==> src/rtl/comptador_universal.sv <==
// Universal counter: width-parametrised up/down count, clamped load, programmable terminal value, wrap or saturate.
// Latency: every output is registered, so an input sampled at edge N is visible after edge N.
// Backpressure: none. en gates stepping, and the counter holds its value while en and load are both low.
module comptador_universal #(
    parameter int WIDTH    = 8,
    parameter int SATURATE = 0
) (
    input  logic             clk,
    input  logic             rst,
    input  logic             en,
    input  logic             up,
    input  logic             load,
    input  logic [WIDTH-1:0] din,
    input  logic [WIDTH-1:0] max,
    input  logic             clr_ovf,
    output logic [WIDTH-1:0] out,
    output logic             tc,
    output logic             ovf
);

    localparam logic [WIDTH-1:0] ONE  = WIDTH'(1);
    localparam logic [WIDTH-1:0] ZERO = '0;

    logic [WIDTH-1:0] nxt_out;
    logic             boundary;
    logic             nxt_ovf;

    always_comb begin
        nxt_out  = out;
        boundary = 1'b0;
        if (load) begin
            nxt_out = (din > max) ? max : din;
        end else if (en) begin
            // A count left above a freshly lowered max snaps back into range.
            // This is not a boundary event.
            if (out > max) begin
                nxt_out = max;
            end else if (up) begin
                if (out == max) begin
                    boundary = 1'b1;
                    nxt_out  = (SATURATE != 0) ? max : ZERO;
                end else begin
                    nxt_out = out + ONE;
                end
            end else begin
                if (out == ZERO) begin
                    boundary = 1'b1;
                    nxt_out  = (SATURATE != 0) ? ZERO : max;
                end else begin
                    nxt_out = out - ONE;
                end
            end
        end
    end

    // A boundary event in the same cycle as clr_ovf leaves ovf set.
    assign nxt_ovf = boundary ? 1'b1 : (clr_ovf ? 1'b0 : ovf);

    always_ff @(posedge clk) begin
        if (rst) begin
            out <= ZERO;
            tc  <= 1'b0;
            ovf <= 1'b0;
        end else begin
            out <= nxt_out;
            tc  <= boundary;
            ovf <= nxt_ovf;
        end
    end

endmodule

==> config.mk <==
export PLATFORM = sky130hd
export DESIGN_NAME = comptador_universal
export DESIGN_NICKNAME = d
export VERILOG_FILES = /design/src/rtl/comptador_universal.sv
export SDC_FILE = /design/constraint.sdc
export NUM_CORES = 1
export LEC_CHECK = 0
export ABC_AREA = 1
export BUFFER_PORTS_ARGS = -buffer_cell sky130_fd_sc_hd__buf_2
export CAP_MARGIN = 40
export CORE_ASPECT_RATIO = 0.5
export CORE_MARGIN = 2
export CORE_UTILIZATION = 49
export CTS_CLUSTER_DIAMETER = 30
export DETAILED_ROUTE_END_ITERATION = 16
export PLACE_DENSITY = 0.72
export SETUP_SLACK_MARGIN = 0.3
export SYNTH_ARGS = -nofsm -noshare
export SYNTH_HDL_FRONTEND = slang
export SYNTH_SLANG_ARGS = --single-unit
==> constraint.sdc <==
create_clock -name clk -period 4 [get_ports clk]
set_input_delay 0.2 -clock clk [delete_from_list [all_inputs] [get_ports clk]]
set_output_delay 0.2 -clock clk [all_outputs]
set_load 0.1 [all_outputs]
==> metrics.csv <==
metric;value;unit
status;finished, final reports clean;
Routed wire per std cell;13.1;um
# diodes;0;
die area;3750;um^2
Synth Net Count;320;
Lkg Pwr;1.06;nW
largest net degree at the start of global routing;15;
Ports;32;
root buffer cell;clkbuf_8;
initial antenna violation count;0;
Synth top area share;0.174;
critical path's largest stage delay;0.70;ns
Post-Syn Area;1590;um^2
CTS Buf Count;3;
RSZ-0062 raised after global routing;no;
Pwr Density;323;nW/um^2
final hold vios;0;
Worst-Skew Late Latency;0.23;ns
Rel. slew slack;0.600;
CTS max path bufs;2;
cell with the most instances after synthesis;nand2_1;
Placeable Area;3050;um^2
Async S/R FF share, synth;0;
sequential share of the synthesized area;0.126;
yosys warns;0;
Crit Path Max Fanout;11;
CP Data Arrival Time;2.43;ns
Most common cell on crit path;nand2_1;
share of layout cells above drive strength 1;0.156;
Remaining Overflow, GRT;0;
die width;84.6;um
Synth-to-Final Area Change;13.4;%
DP Worst Slack;1.76;ns
Setup CP Type;flop to flop;
post_cts resized;0;
Seq cells post-synth;10;
antenna-violating nets left;0;
drt drc;0;
gr busiest metal;met2;
Netlist cell types;28;
Mapped Avg Cell Area;5.71;um^2
VDD IR max;0.178;mV
DR vias;1890;
crit share post-route;0.576;
final net count;351;
dominant cells by area after synthesis;nand2_1 17%, ha_1 15%, nand3_1 14%;
maximum clock rate;434;MHz
Final Setup Violations;0;
Die H;44.3;um
setup bufs post-CTS;0;
# clock sinks;10;
CP endpoint kind;flop;
M3 GR Usage;0.0522;
Hold-fix buffers, CTS;0;
number of global-route vias before repair;1597;
count of final max-slew check failures;0;
drt first pass iters;5;
Clock Skew;0.00279;ns
Vias/cell;5.43;
crit-path cells;ha_1 > nand2_1 > inv_1 > nand3_1 > nand3_2 > nand2_1 > nand2_1 > nand2_1 > nand3_1 > nor2_1 > nor2_1;
All-Layer GR Usage;0.252;
MaxCap Viol Count;0;
hold crit path type;primary input to flop;
first-pass GRT wire length;7420;um
Yosys top cell by area;nand2_1;
number of flops mapped to enable cells by yosys;0;
GR Layer Usage met1;0.357;
Synth Instances;279;
met2 GRT Util;0.402;
most common flop cell mapped by yosys;dfxtp_1;
Final TNS setup;0;ns
setup ws final;1.70;ns
synth cell count leaders;74 x nand2_1, 44 x nand3_1, 39 x inv_1;
CTS tree;built;
crit path time final;2.30;ns
I/O Buffers;31;
aggregate routed wire length;4560;um
Crit-path slowest cell;dfxtp_1;
gpl congestion;0.890;
Clk pin slew, worst setup/hold paths;0.04;ns
Pwr Total;0.000584;W
CTS H-tree lvls;1;
initial DRC count;129;
Final HPWL DP;3640;um
worst-margin pin slew;0.599;ns
Initial Util;0.523;
Worst EP required;4.12;ns
startpoint class of the critical path;flop;
Rows;14;
==> per-layer routing <==
metal  share of wire  up-vias
met3            0.11        8
li1                -      958
met2            0.41       93
met5               0        -
met1            0.47      831
met4           0.011        0
==> report_power, final <==
group	leakage (nW)	internal, W	switching [W]
registers	0.0827	0.000111	0.0000311
logic	0.957	0.000101	0.000240
clock network	0.0216	0.0000656	0.0000363
total	1.06	0.000277	0.000307
==> flip-flops by register name, indices dropped and copies added, names as in the netlist <==
register	cells
out	8
tc	1
ovf	1
==> layout by cell type, fill, tap and decap left out, drive strengths merged <==
cell and instances:
o21ai 13, nand2 78, inv 40, and2 1, nand3b 1, a21o 2
a21oi 10, o21bai 1, xor2 4, dfxtp 10, nand3 45, ha 19
buf 31, or2 1, nor2 43, clkbuf 3, nand4 5, clkinv 1
==> worst paths after layout <==
kind / startpoint / end / slack [ns] / depth (start not counted)
setup reg to reg: out[2] / out[1] / 1.70 / 11
hold reg to reg: ovf / ovf / 0.48 / 2
setup / recovery: out[2] / out[1] / 1.70 / 11
hold / removal: rst / out[4] / 0.23 / 4
==> area by class of cell <==
cell class	count	area (um^2)
Multi-Input combinational cell	223	1210
Tap cell	40	50.0
Fill cell	310	1240
Clock buffer	3	41.3
Sequential cell	10	200
Inverter	41	154
Timing Repair Buffer	31	155
==> per-stage QoR <==
stage          hold WS (ns)   util  area, um^2  std cells
6_report              0.227  0.593        1810        348
4_1_cts               0.226  0.593        1810        348
2_1_floorplan         0.345      -        1590        279
3_5_place_dp          0.470  0.579        1770        345
3_3_place_gp          0.474  0.579        1770        345
5_1_grt               0.246  0.593        1810        348
==> cell families after synthesis <==
| logic type | synth area share |
|---|---|
| fa+ha+maj | 0.149 |
| simple gates | 0.500 |
| buf+inv | 0.117 |
| xor+xnor | 0.0220 |
| compound gates | 0.0864 |
| flops | 0.126 |
==> worst max-delay path, delay by kind of cell (launching register included) <==
kind,cells,cell delay [ns]
fa+ha+maj,1,0.34
buf+inv,1,0.04
flops,1,0.70
simple gates,9,1.11
Note: power is estimated with default switching activity, not from simulation.
